File: src/rtl/fifo_access_ctrl.sv
// Arbitrating front end for a single-port 8x32 FIFO buffer: round-robin producers,
// one consumer, flush, and an authoritative occupancy count kept on this side.
module fifo_access_ctrl #(
  parameter int NUM_WR = 4,
  parameter int DW     = 32,
  parameter int DEPTH  = 8,
  parameter int CW     = 4
) (
  input  logic                 Clk,
  input  logic                 Rst,
  input  logic [NUM_WR-1:0]    wr_req,
  input  logic [NUM_WR*DW-1:0] wr_data,
  output logic [NUM_WR-1:0]    wr_gnt,
  input  logic                 rd_req,
  output logic                 rd_gnt,
  output logic                 rd_valid,
  output logic [DW-1:0]        rd_data,
  input  logic                 flush,
  output logic                 fifo_en,
  output logic                 fifo_wr,
  output logic                 fifo_rd,
  output logic                 fifo_rst,
  output logic [DW-1:0]        fifo_din,
  input  logic [DW-1:0]        fifo_dout,
  output logic [CW-1:0]        count,
  output logic                 full,
  output logic                 empty
);

  localparam int PW = (NUM_WR > 1) ? $clog2(NUM_WR) : 1;

  typedef enum logic {OP_READ = 1'b0, OP_WRITE = 1'b1} op_e;

  logic [NUM_WR-1:0] wr_gnt_reg, wr_gnt_next;
  logic              rd_gnt_reg, rd_gnt_next;
  logic              rd_valid_reg, rd_valid_next;
  logic              fifo_en_reg, fifo_en_next;
  logic              fifo_wr_reg, fifo_wr_next;
  logic              fifo_rd_reg, fifo_rd_next;
  logic              fifo_rst_reg, fifo_rst_next;
  logic [DW-1:0]     fifo_din_reg, fifo_din_next;
  logic [CW-1:0]     count_reg, count_next;
  logic [PW-1:0]     rr_ptr_reg, rr_ptr_next;
  op_e               last_op_reg, last_op_next;

  logic              full_int, empty_int;
  logic [NUM_WR-1:0] wr_elig;
  logic              rd_elig;
  logic              win_found;
  logic [PW-1:0]     win_idx;
  logic              do_wr, do_rd;

  function automatic logic [PW-1:0] wrap_add(input logic [PW-1:0] base, input int offs);
    int s;
    s = int'(base) + offs;
    if (s >= NUM_WR) s = s - NUM_WR;
    return PW'(s);
  endfunction

  assign full_int  = (count_reg == CW'(DEPTH));
  assign empty_int = (count_reg == '0);

  // A port granted this cycle is masked so its held request is not counted twice.
  genvar gi;
  generate
    for (gi = 0; gi < NUM_WR; gi++) begin : g_elig
      assign wr_elig[gi] = wr_req[gi] & ~wr_gnt_reg[gi] & ~full_int;
    end
  endgenerate

  assign rd_elig = rd_req & ~rd_gnt_reg & ~empty_int;

  always_comb begin
    win_found = 1'b0;
    win_idx   = '0;
    for (int k = 0; k < NUM_WR; k++) begin
      if (!win_found && wr_elig[wrap_add(rr_ptr_reg, k)]) begin
        win_found = 1'b1;
        win_idx   = wrap_add(rr_ptr_reg, k);
      end
    end
  end

  // When both sides compete, alternate against the last issued operation.
  assign do_wr = win_found & (~rd_elig | (last_op_reg == OP_READ));
  assign do_rd = rd_elig & ~do_wr;

  always_comb begin
    wr_gnt_next   = '0;
    rd_gnt_next   = 1'b0;
    rd_valid_next = rd_gnt_reg;
    fifo_en_next  = 1'b0;
    fifo_wr_next  = 1'b0;
    fifo_rd_next  = 1'b0;
    fifo_rst_next = 1'b0;
    fifo_din_next = fifo_din_reg;
    count_next    = count_reg;
    rr_ptr_next   = rr_ptr_reg;
    last_op_next  = last_op_reg;
    if (flush) begin
      fifo_rst_next = 1'b1;
      fifo_en_next  = 1'b1;
      count_next    = '0;
    end else if (do_wr) begin
      fifo_wr_next         = 1'b1;
      fifo_en_next         = 1'b1;
      fifo_din_next        = wr_data[int'(win_idx)*DW +: DW];
      wr_gnt_next[win_idx] = 1'b1;
      rr_ptr_next          = wrap_add(win_idx, 1);
      count_next           = count_reg + CW'(1);
      last_op_next         = OP_WRITE;
    end else if (do_rd) begin
      fifo_rd_next = 1'b1;
      fifo_en_next = 1'b1;
      rd_gnt_next  = 1'b1;
      count_next   = count_reg - CW'(1);
      last_op_next = OP_READ;
    end
  end

  always_ff @(posedge Clk) begin
    if (Rst) begin
      wr_gnt_reg   <= '0;
      rd_gnt_reg   <= 1'b0;
      rd_valid_reg <= 1'b0;
      fifo_en_reg  <= 1'b0;
      fifo_wr_reg  <= 1'b0;
      fifo_rd_reg  <= 1'b0;
      fifo_rst_reg <= 1'b0;
      fifo_din_reg <= '0;
      count_reg    <= '0;
      rr_ptr_reg   <= '0;
      last_op_reg  <= OP_READ;
    end else begin
      wr_gnt_reg   <= wr_gnt_next;
      rd_gnt_reg   <= rd_gnt_next;
      rd_valid_reg <= rd_valid_next;
      fifo_en_reg  <= fifo_en_next;
      fifo_wr_reg  <= fifo_wr_next;
      fifo_rd_reg  <= fifo_rd_next;
      fifo_rst_reg <= fifo_rst_next;
      fifo_din_reg <= fifo_din_next;
      count_reg    <= count_next;
      rr_ptr_reg   <= rr_ptr_next;
      last_op_reg  <= last_op_next;
    end
  end

  assign wr_gnt   = wr_gnt_reg;
  assign rd_gnt   = rd_gnt_reg;
  assign rd_valid = rd_valid_reg;
  assign rd_data  = fifo_dout;
  assign fifo_en  = fifo_en_reg;
  assign fifo_wr  = fifo_wr_reg;
  assign fifo_rd  = fifo_rd_reg;
  assign fifo_rst = fifo_rst_reg;
  assign fifo_din = fifo_din_reg;
  assign count    = count_reg;
  assign full     = full_int;
  assign empty    = empty_int;

endmodule

File: config.mk
export PLATFORM = sky130hd
export DESIGN_NAME = fifo_access_ctrl
export DESIGN_NICKNAME = d
export VERILOG_FILES = /design/src/rtl/fifo_access_ctrl.sv
export SDC_FILE = /design/constraint.sdc
export NUM_CORES = 1
export LEC_CHECK = 0
export CAP_MARGIN = 20
export CORE_ASPECT_RATIO = 1.5
export CORE_MARGIN = 8
export CORE_UTILIZATION = 39
export CTS_BUF_LIST = sky130_fd_sc_hd__clkbuf_2
export CTS_CLUSTER_DIAMETER = 60
export CTS_CLUSTER_SIZE = 30
export DETAILED_ROUTE_END_ITERATION = 8
export PLACE_DENSITY = 0.95
export SYNTH_ARGS = -nofsm -noshare
export SYNTH_HDL_FRONTEND = slang
export SYNTH_SLANG_ARGS = --single-unit
File: constraint.sdc
create_clock -name Clk -period 3.5 [get_ports Clk]
set_input_delay 0.7 -clock Clk [delete_from_list [all_inputs] [get_ports Clk]]
set_output_delay 0.7 -clock Clk [all_outputs]
set_load 0.05 [all_outputs]
# [Word level (Yosys, flattened, before mapping)]
# Index checks and enable logic that the tools add are counted.
[word_totals] inputBits=168 register_bits=48
[classes] bitwise_logic=24 n_reduce_logical=14 magnitude_cmp=11 mux=32 n_shift=1 n_eq_ne=1 addsub=11
[op_table] cell="indexed part select 128 x 8 -> 32 bit" n=1
[op_table] cell="two-way mux 2 bit" n=9
[op_table] cell="two-way mux 1 bit" n=16
[op_table] cell="< comparator 2 x 3 -> 1 bit, second input constant" n=5
[op_table] cell="bitwise AND 1 bit" n=12
[op_table] cell=">= comparator 3 bit, second input constant" n=4
[op_table] cell="inverter 1 bit" n=11
[op_table] cell="subtractor 2 x 1 -> 2 bit, second input constant" n=5
[op_table] cell="binary-select mux 1 bit (select 2 bit)" n=4
[op_table] cell="two-way mux 4 bit" n=2
[op_table] cell="adder 2 x 1 -> 3 bit, second input constant" n=2
[op_table] cell="adder 2 x 2 -> 3 bit, second input constant" n=2
[op_table] cell="OR reduction 3 bit" n=2
[op_table] cell="adder 4 x 1 -> 4 bit, second input constant" n=1
[op_table] cell="equality test 4 bit, second input constant" n=1
[op_table] cell="logical AND 1 bit" n=4
[op_table] cell="zero test 4 bit" n=1
[op_table] cell="AND reduction 2 bit" n=2
[op_table] cell="subtractor 4 x 1 -> 4 bit, second input constant" n=1
[op_table] cell=">= comparator 2 x 3 -> 1 bit, second input constant" n=1
[op_table] cell="zero test 1 bit" n=3
[op_table] cell="demux 1 bit (select 2 bit)" n=1
[op_table] cell=">= comparator 2 x 1 -> 1 bit, second input constant" n=1
[op_table] cell="nonzero test 2 bit" n=1
[op_table] cell="2 further kinds" n=2

# [Depth between registers and ports, before layout]
# Gate-level depths: netlist of run 1.
[depth] word_depth=21 depth_mapped=9

# [Worst setup path before layout of run 1]
# OpenSTA, ideal clock, no wires.
[synth_path] path_kind="register -> register" startpoint="register count_reg[3] (netlist: count[3])" endpoint="register fifo_din_reg[10] (netlist: fifo_din[10])" path_buffers=1 slack_ns=0.841 path_stages_with_launch=9 t_required_ns=3.378 arrival_ns=2.537 cell_sequence="dfxtp_1 or4b_4 inv_2 a31o_4 nor3_4 inv_2 buf_6 mux2_4 a221o_1"
[synth_via] elab_chain_len=17 word_cells_on_any_way=36 classes_between="eq/ne (1); shift (1); mux (16); bitwise (10); reduce/logical (8)"
[synth_lines] item="start, declared" line="42" source="logic [CW-1:0] count_reg, count_next;"
[synth_lines] item="start signal, assigned" line="143" source="count_reg <= count_next;"
[synth_lines] item="equality test 4 bit (*)" line="60" source="assign full_int = (count_reg == CW'(DEPTH));"
[synth_lines] item="net full" line="26" source="output logic full,"
[synth_lines] item="inverter 1 bit (*)" line="67" source="assign wr_elig[gi] = wr_req[gi] & ~wr_gnt_reg[gi] & ~full_int;"
[synth_lines] item="parallel branches: the longest is 15 deep, another holds binary-select mux 1 bit (select 2 bit)"
[synth_lines] item="end signal, assigned" line="142" source="fifo_din_reg <= fifo_din_next;"
[synth_lines] item="end, declared" line="41" source="logic [DW-1:0] fifo_din_reg, fifo_din_next;"
# Mark *: on every way through the listed nets, which the timed path passes. The select of a mux whose other input is x is not followed.
# A chain may end at the register's enable or synchronous reset.

# [Worst setup path in the final report of run 1]
[layout_path] startpoint="register count_reg[1] (netlist: count[1])" endpoint="output port full"
[layout_via] elab_chain_len=1
[layout_lines] item="equality test 4 bit" line="60"
[layout_lines] item="end, declared" line="26"
# Every way passes these cells.

==> results of run 1 <==
==> kinds of logic after synthesis <==
family | after synthesis | synth area share, %
AND/OR/NAND/NOR | 76 | 13.6
buffers and inverters | 76 | 13.0
XOR/XNOR | 2 | 0.517
AO/OA/AOI/OAI | 115 | 28.0
adder cells (fa/ha/maj) | 5 | 1.84
flip-flops | 48 | 28.3
multiplexers | 35 | 14.7
==> placed cells by master, fill, tap and decap left out, types with 2 or more instances in the layout <==
cell type | synthesis | layout
a221o_1 | 33 | 33
buf_4 | 33 | 12
xnor2_1 | 2 | 2
clkdlybuf4s50_1 | 0 | 183
nand4_1 | 32 | 32
nand3_1 | 3 | 3
a211oi_1 | 33 | 33
o31ai_1 | 32 | 32
nand2_1 | 4 | 4
and2_1 | 5 | 5
dfxtp_1 | 48 | 48
inv_2 | 2 | 2
a21o_1 | 2 | 2
nor2_2 | 0 | 2
nor2_1 | 13 | 11
nand3b_1 | 2 | 2
ha_1 | 5 | 5
clkbuf_2 | 0 | 5
mux2_2 | 3 | 3
o21ai_0 | 2 | 2
nor2b_1 | 5 | 5
a21oi_1 | 5 | 4
mux2i_1 | 3 | 3
inv_1 | 7 | 7
a21oi_4 | 0 | 3
mux2_4 | 29 | 29
==> report_power, final <==
| group | internal, mW | switching [mW] | total (mW) |
|---|---|---|---|
| sequential | 0.617 | 0.0462 | 0.663 |
| combinational | 0.495 | 0.615 | 1.11 |
| clock | 0.123 | 0.206 | 0.329 |
| total | 1.24 | 0.867 | 2.10 |
==> cells in the mapped netlist, types with 4 or more instances <==
library cell / instances / area share, %
nand4_1: 32 / 5.9
buf_4: 33 / 7.3
a211oi_1: 33 / 7.3
ha_1: 5 / 1.8
and2_1: 5 / 0.92
nor2_1: 13 / 1.4
dfxtp_1: 48 / 28
nor2b_1: 5 / 0.92
a21oi_1: 5 / 0.74
inv_1: 7 / 0.77
mux2_4: 29 / 13
clkbuf_1: 22 / 2.4
buf_2: 7 / 1.0
nand2_1: 4 / 0.44
o31ai_1: 32 / 7.1
a221o_1: 33 / 9.7
==> routing by layer <==
metal | routed length (µm) | global-route usage (%) | up-vias
li1 | - | - | 1651
met1 | 4890 | 21.7 | 1721
met2 | 6930 | 37.8 | 228
met3 | 1170 | 5.11 | 76
met4 | 764 | 15.7 | 0
met5 | 0 | 0 | -
==> final cells by class <==
class,count,area (µm²)
Inverter,9,33.8
Multi-Input combinational cell,233,2030
Sequential cell,48,961
Antenna cell,1,2.50
Tap cell,107,134
Timing Repair Buffer,196,1940
Clock inverter,3,46.3
Clock buffer,5,25.0
Fill cell,716,3240
==> metrics by stage <==
stage	hold WS [ps]	power, mW	setup WS, ps
after floorplan	441	1.46	841
after global placement	459	1.75	378
after detailed placement	468	1.78	275
after CTS	498	2.11	298
after global routing	533	2.20	234
final	508	2.10	353
==> path summary, 6_finish.rpt <==
| path | to | cells past startpoint |
|---|---|---|
| min reg2reg | last_op_reg$_SDFFE_PP0P_ | 1 |
| min | last_op_reg$_SDFFE_PP0P_ | 1 |
| max | full | 3 |
| max reg2reg | fifo_din[14]$_SDFFE_PP0P_ | 8 |
==> critical path: cells and delay by family (launching register included) <==
kind | cells | cell delay [ps]
DFF | 1 | 450
and+or+nand+nor | 1 | 570
buffers and inverters | 2 | 960
==> impl_metrics.yaml, run 1 <==
run_status:
  outcome: "finished clean"
placement:
  dpl.hpwl_um: 10200
  place_area_um2: 5100
  placed_cells: 593
  gp_congestion: 0.804
  io_buffers: 183
setup_path:
  r2r_slack_ps: 990
  critPathSlowestCell: "clkdlybuf4s50_1"
  start_kind: "flip-flop"
  worstPathCellList: "or4b_4, inv_2, clkdlybuf4s50_1"
  critPathLaunch: "count[1]$_SDFFE_PP0P_"
  cp_max_fo: 8
  critical_path_class: "reg -> out"
  crit_arrival_ps: 2450
  required_ps: 2800
  r2r_start: "count[1]$_SDFFE_PP0P_"
  slowest_delay_ps: 840
  crit_path_end_kind: "output port"
finish:
  layout.nets: 666
  area_delta_synth_final_pct: 52.5
  largest_reg_flops: 32
  instances_no_fill: 602
  fin_util_pct: 61.5
  final_cell_area_um2: 5170
  final_layout_size_suffix_gt1_share_pct: 13.6
grt:
  grt_usage_pct: 21.5
  grt_pass1_wl_um: 20500
  antenna_found_initial: 1
  grt_pass1_vias: 3906
  grt_overflow: 0
  grt_max_degree: 35
power:
  power_density_nw_per_um2: 406
  p_leak_nw: 1.97
  ir_drop_uv: 231
cts:
  htree_levels: 2
  cts_setup_buffers: 0
  cts_resized: 0
  cts_root_buffer: "clkbuf_2"
  cts_buffers: 5
  cts_hold_buf: 0
  clkSlewWorstSetupHoldPaths_ps: 280
  clock_sinks: 48
  cts_tree: "yes"
  clock_path_buffers: 2
  clk_latency_ps: 470
timing:
  rsz0062_at_grt: "no"
  maxSlewViolCount: 0
  timing.final.crit_period_ps: 3150
  slew_headroom_pct: 24.6
  fmax_mhz: 318
  final.setup.tns_ps: 0
  setup_viol: 0
  hold_viol: 0
  skew_ps: 24.6
  worst_slew_pin_slew_ps: 1130
  fin_crit_sh_pct: 89.9
drt:
  avgRoutedWirePerCell_um: 22.8
  via_per_inst: 6.11
  vias: 3676
  drt-pass1-iter-count: 5
  antenna_left: 0
  wirelength_um: 13700
  drc: 0
  drtIter0Drc: 194
synth:
  ys_ff_latch: 48
  syn_nets: 530
  ys_types: 45
  seq_area_frac_synth_pct: 28.3
  synthCells: 357
  avgSynthCellArea_um2: 9.50
  synth_edf_count: 0
  synthArstFlopShare_pct: 0
  netlist_area_um2: 3390
  yosysWarnings: 0
  ys.flop_type: "dfxtp_1"
floorplan:
  initial_core_util_pct: 40.3
  core_area_um2: 8410
  ios: 248
  die_w_um: 92.1
  dieArea_um2: 12000
  rows: 41
  die-height_um: 130
min_path:
  hold_start: "last_op_reg$_SDFFE_PP0P_"
  hold_path_class: "reg -> reg"
job:
  max_cap_violations: 0
No activity file was read; power rests on OpenSTA's default activity.
==> run 2: changes to the inputs <==
CORE_UTILIZATION = 36   (was 39)
PLACE_DENSITY = 0.93   (was 0.95)
clock period = 3.1 ns   (was 3.5 ns; I/O delays follow)
==> run 2 against run 1 <==
Against the previous run: first-iteration DRC count decreased by 6.2%; wire length increased by 1.1%; critical path depth unchanged; critical path type unchanged; largest cell class unchanged; highest routed layer unchanged.
==> impl_metrics.yaml, run 2 (same netlist as run 1, synthesis figures left out) <==
run_status:
  outcome: "finished clean"
drt:
  antenna_left: 0
  drc: 0
  vias: 3630
  drt-pass1-iter-count: 5
  drtIter0Drc: 182
  wirelength_um: 13900
  avgRoutedWirePerCell_um: 22.6
  via_per_inst: 5.90
setup_path:
  path_buf_inv: 2
  crit_family: "buffers and inverters"
  critPathSlowestCell: "or4b_4"
  r2r_start: "count[1]$_SDFFE_PP0P_"
  crit_arrival_ps: 2070
  cp_max_fo: 8
  critPathLaunch: "count[1]$_SDFFE_PP0P_"
  critical_path_class: "reg -> out"
  slowest_delay_ps: 570
  required_ps: 2480
  start_kind: "flip-flop"
  crit_path_end_kind: "output port"
  worstPathCellList: "or4b_4, inv_2, dlymetal6s2s_1"
cts:
  cts_setup_buffers: 0
  clock_path_buffers: 2
  clock_sinks: 48
  cts_tree: "yes"
  cts_resized: 0
  clk_latency_ps: 450
  cts_root_buffer: "clkbuf_2"
  clkSlewWorstSetupHoldPaths_ps: 270
  cts_hold_buf: 0
  htree_levels: 2
  cts_buffers: 5
finish:
  instances_no_fill: 615
  final_cell_mix: "clkdlybuf4s50_1, dfxtp_1, a221o_1, a211oi_1"
  layout.nets: 674
  final_layout_size_suffix_gt1_share_pct: 14.7
  area_delta_synth_final_pct: 55.5
  largest_reg_flops: 32
  final_common_cell: "clkdlybuf4s50_1"
floorplan:
  die_w_um: 95.3
  core_area_um2: 9200
  ios: 248
  die-height_um: 135
  dieArea_um2: 12800
  initial_core_util_pct: 36.9
  rows: 43
grt:
  grt_pass1_wl_um: 21000
  antenna_found_initial: 1
  grt_pass1_vias: 3901
  grt_overflow: 0
  grt_max_degree: 33
  grt_usage_pct: 20.8
placement:
  dpl.hpwl_um: 10800
  io_buffers: 183
  placed_cells: 606
  gp_congestion: 0.822
power:
  power_density_nw_per_um2: 456
  finalPower_mw: 2.40
  p_leak_nw: 2.05
  ir_drop_uv: 291
timing:
  skew_ps: 17.1
  worst_slew_pin_slew_ps: 553
  setup_viol: 0
  rsz0062_at_grt: "no"
  timing.final.crit_period_ps: 2690
  maxSlewViolCount: 0
  fin_crit_sh_pct: 86.8
  final.setup.tns_ps: 0
  hold_viol: 0
  slew_headroom_pct: 63.0
  fmax_mhz: 372
min_path:
  hold_start: "fifo_din[19]$_SDFFE_PP0P_"
  hold_path_class: "reg -> reg"
job:
  max_cap_violations: 0
run 2: cell types whose count changed in the layout (fill, tap and decap cells not counted), moves of 2 or more:
| cell | previous run | this run |
|---|---|---|
| clkdlybuf4s50_1 | 183 | 181 |
| buf_12 | 1 | 3 |
| buf_4 | 12 | 18 |
| dlymetal6s2s_1 | 0 | 2 |
run 2: path summary, 6_finish.rpt:
| check | end | slack (ps) | cells after the start |
|---|---|---|---|
| worst max-delay path | full | 410 | 3 |
| worst min-delay path | fifo_din[19]$_SDFFE_PP0P_ | 530 | 1 |
| worst max register to register | fifo_din[13]$_SDFFE_PP0P_ | 700 | 8 |
| worst min register to register | fifo_din[19]$_SDFFE_PP0P_ | 530 | 1 |
run 2: power by group:
| group | internal [mW] | total (mW) | switching, mW |
|---|---|---|---|
| sequential | 0.696 | 0.747 | 0.0510 |
| combinational | 0.589 | 1.29 | 0.702 |
| clock | 0.135 | 0.366 | 0.230 |
run 2: layer usage:
metal / share of wire (%) / GRT usage, % / wire length (µm) / vias to the layer above
met3: 8.0 / 4.44 / 1120 / 72
met4: 5.7 / 13.6 / 799 / 0
met2: 52 / 37.2 / 7260 / 197
met1: 34 / 20.8 / 4720 / 1692
met5: 0 / 0 / 0 / -
li1: - / - / - / 1669
run 2: layout make-up:
| type | count | area [µm²] |
|---|---|---|
| clock inverter | 3 | 42.5 |
| multi-input combinational | 233 | 2040 |
| antenna | 1 | 2.50 |
| fill | 766 | 3930 |
| sequential | 48 | 961 |
| tap | 112 | 140 |
| inverter | 9 | 33.8 |
| timing repair buffer | 204 | 2030 |
| clock buffer | 5 | 25.0 |
run 2: metrics by stage:
step	hold slack, ps	utilization [%]	instance area [µm²]	worst slack [ps]
2_1_floorplan	441	-	3390	441
6_report	527	57.3	5270	409
3_5_place_dp	475	56.5	5200	94.6
4_1_cts	526	57.2	5270	2.30
3_3_place_gp	456	56.5	5200	109
5_1_grt	534	57.3	5270	320
==> run 3: changes to the inputs <==
CORE_MARGIN = 2   (was 8)
==> run 3 against run 2 <==
Against the previous run: final cell count shrank 0.33%; sequential share of layout area up 0.11 points; critical path depth is the same; largest power group unchanged; highest routed layer unchanged.
==> impl_metrics.yaml, run 3 (same netlist as run 1, synthesis figures left out) <==
setup_path:
  required_ps: 2480
  critPathSlowestCell: "or4b_4"
  cp_max_fo: 8
  slowest_delay_ps: 560
  start_kind: "flip-flop"
  crit_family: "buffers and inverters"
  critical_path_class: "reg -> out"
  r2r_start: "count[1]$_SDFFE_PP0P_"
  crit_arrival_ps: 2160
  critPathLaunch: "count[1]$_SDFFE_PP0P_"
  worstPathCellList: "or4b_4, inv_2, dlygate4sd2_1"
  path_buf_inv: 2
  reg2reg_to: "fifo_din[16]$_SDFFE_PP0P_"
  r2r_slack_ps: 680
  crit_path_end_kind: "output port"
  r2r_cells: 8
power:
  power_density_nw_per_um2: 455
  p_leak_nw: 2.01
  finalPower_mw: 2.39
  ir_drop_uv: 288
finish:
  final_cell_area_um2: 5240
  fin_util_pct: 57.0
  largest_reg_flops: 32
  final_layout_size_suffix_gt1_share_pct: 14.4
  final_cell_mix: "clkdlybuf4s50_1, dfxtp_1, a221o_1, a211oi_1"
  layout.nets: 672
  area_delta_synth_final_pct: 54.6
  final_common_cell: "clkdlybuf4s50_1"
drt:
  antenna_left: 0
  drtIter0Drc: 215
  avgRoutedWirePerCell_um: 20.8
  drt-pass1-iter-count: 5
  drc: 0
  vias: 3735
  wirelength_um: 12800
  via_per_inst: 6.09
placement:
  dpl.hpwl_um: 9470
  io_buffers: 183
  place_area_um2: 5170
  gp_congestion: 0.874
grt:
  grt_usage_pct: 23.3
  grt_use_met1_pct: 23.9
  top_usage_layer: "met2"
  grt_max_degree: 34
  grt_overflow: 0
  use_met3_pct: 4.37
  grt_util_met2_pct: 43.0
  grt_pass1_vias: 3767
  antenna_found_initial: 1
  grt_pass1_wl_um: 18900
timing:
  fin_crit_sh_pct: 89.8
  timing.final.crit_period_ps: 2780
  setup_viol: 0
  skew_ps: 29.7
  worst_slew_pin_slew_ps: 988
  maxSlewViolCount: 0
  fmax_mhz: 359
  final.setup.tns_ps: 0
  rsz0062_at_grt: "no"
  slew_headroom_pct: 34.1
  hold_viol: 0
cts:
  clock_path_buffers: 2
  cts_tree: "yes"
  clkSlewWorstSetupHoldPaths_ps: 280
  cts_root_buffer: "clkbuf_2"
  cts_buffers: 5
  clk_latency_ps: 460
  cts_setup_buffers: 0
  clock_sinks: 48
  htree_levels: 2
job:
  max_cap_violations: 0
min_path:
  hold_start: "last_op_reg$_SDFFE_PP0P_"
  holdPathEnd: "last_op_reg$_SDFFE_PP0P_"
  hold_path_depth: 1
  hold_path_class: "reg -> reg"
floorplan:
  dieArea_um2: 10200
  die-height_um: 123
  ios: 248
  initial_core_util_pct: 36.9
  core_area_um2: 9200
  rows: 43
  die_w_um: 83.3
run_status:
  outcome: "finished clean"
==> run 3: worst register-to-register path: cells and delay by family, from the launching register on <==
family,cells,cell delay [ps]
muxes,1,320
and+or+nand+nor,2,610
buffers and inverters,3,470
AOI/OAI and AO/OA,2,460
DFF,1,450
==> run 3: layout make-up <==
class | instances | area (µm²)
antenna | 1 | 2.50
sequential | 48 | 961
fill | 790 | 3960
timing repair buffer | 202 | 2000
tap | 112 | 140
clock inverter | 3 | 42.5
multi-input combinational | 233 | 2040
inverter | 9 | 33.8
clock buffer | 5 | 25.0
==> run 3: worst max path at each step <==
stage | endpoint | slack, ps | cells past startpoint
finish | full | 320 | 3
global route | full | 210 | 3
CTS | empty | 60 | 3
detailed placement | fifo_din[16]$_SDFFE_PP0P_ | 90 | 8
global placement | fifo_din[29]$_SDFFE_PP0P_ | 160 | 8
floorplan | fifo_din[10]$_SDFFE_PP0P_ | 440 | 8
==> run 3: power breakdown <==
part           switching (mW)  leakage, nW  total, mW  internal, mW
Clock                   0.225       0.0406      0.360         0.135
Sequential             0.0538        0.394      0.750         0.696
Combinational           0.698         1.58       1.28         0.578
Total                   0.977         2.01       2.39          1.41
==> run 3: metal layers <==
metal | part of all wire [%] | wire [µm]
met2 | 53 | 6720
met5 | 0 | 0
met1 | 35 | 4460
met4 | 5.3 | 675
met3 | 7.3 | 932
==> run 3: per-stage QoR <==
stage               hold slack, ps  std cells  setup WS (ps)
floorplan                      441        357            441
global placement               463        604            159
detailed placement             470        604           88.2
CTS                            499        612           57.7
global route                   544        613            209
finish                         505        613            318
==> run 3: repair_timing <==
item | 4_1_cts | 5_1_grt
endpoints found under the hold margin | 0 | 0
hold buffers | 0 | 0
gates resized for setup | 1 | 1
setup endpoints to repair | 1 | 1
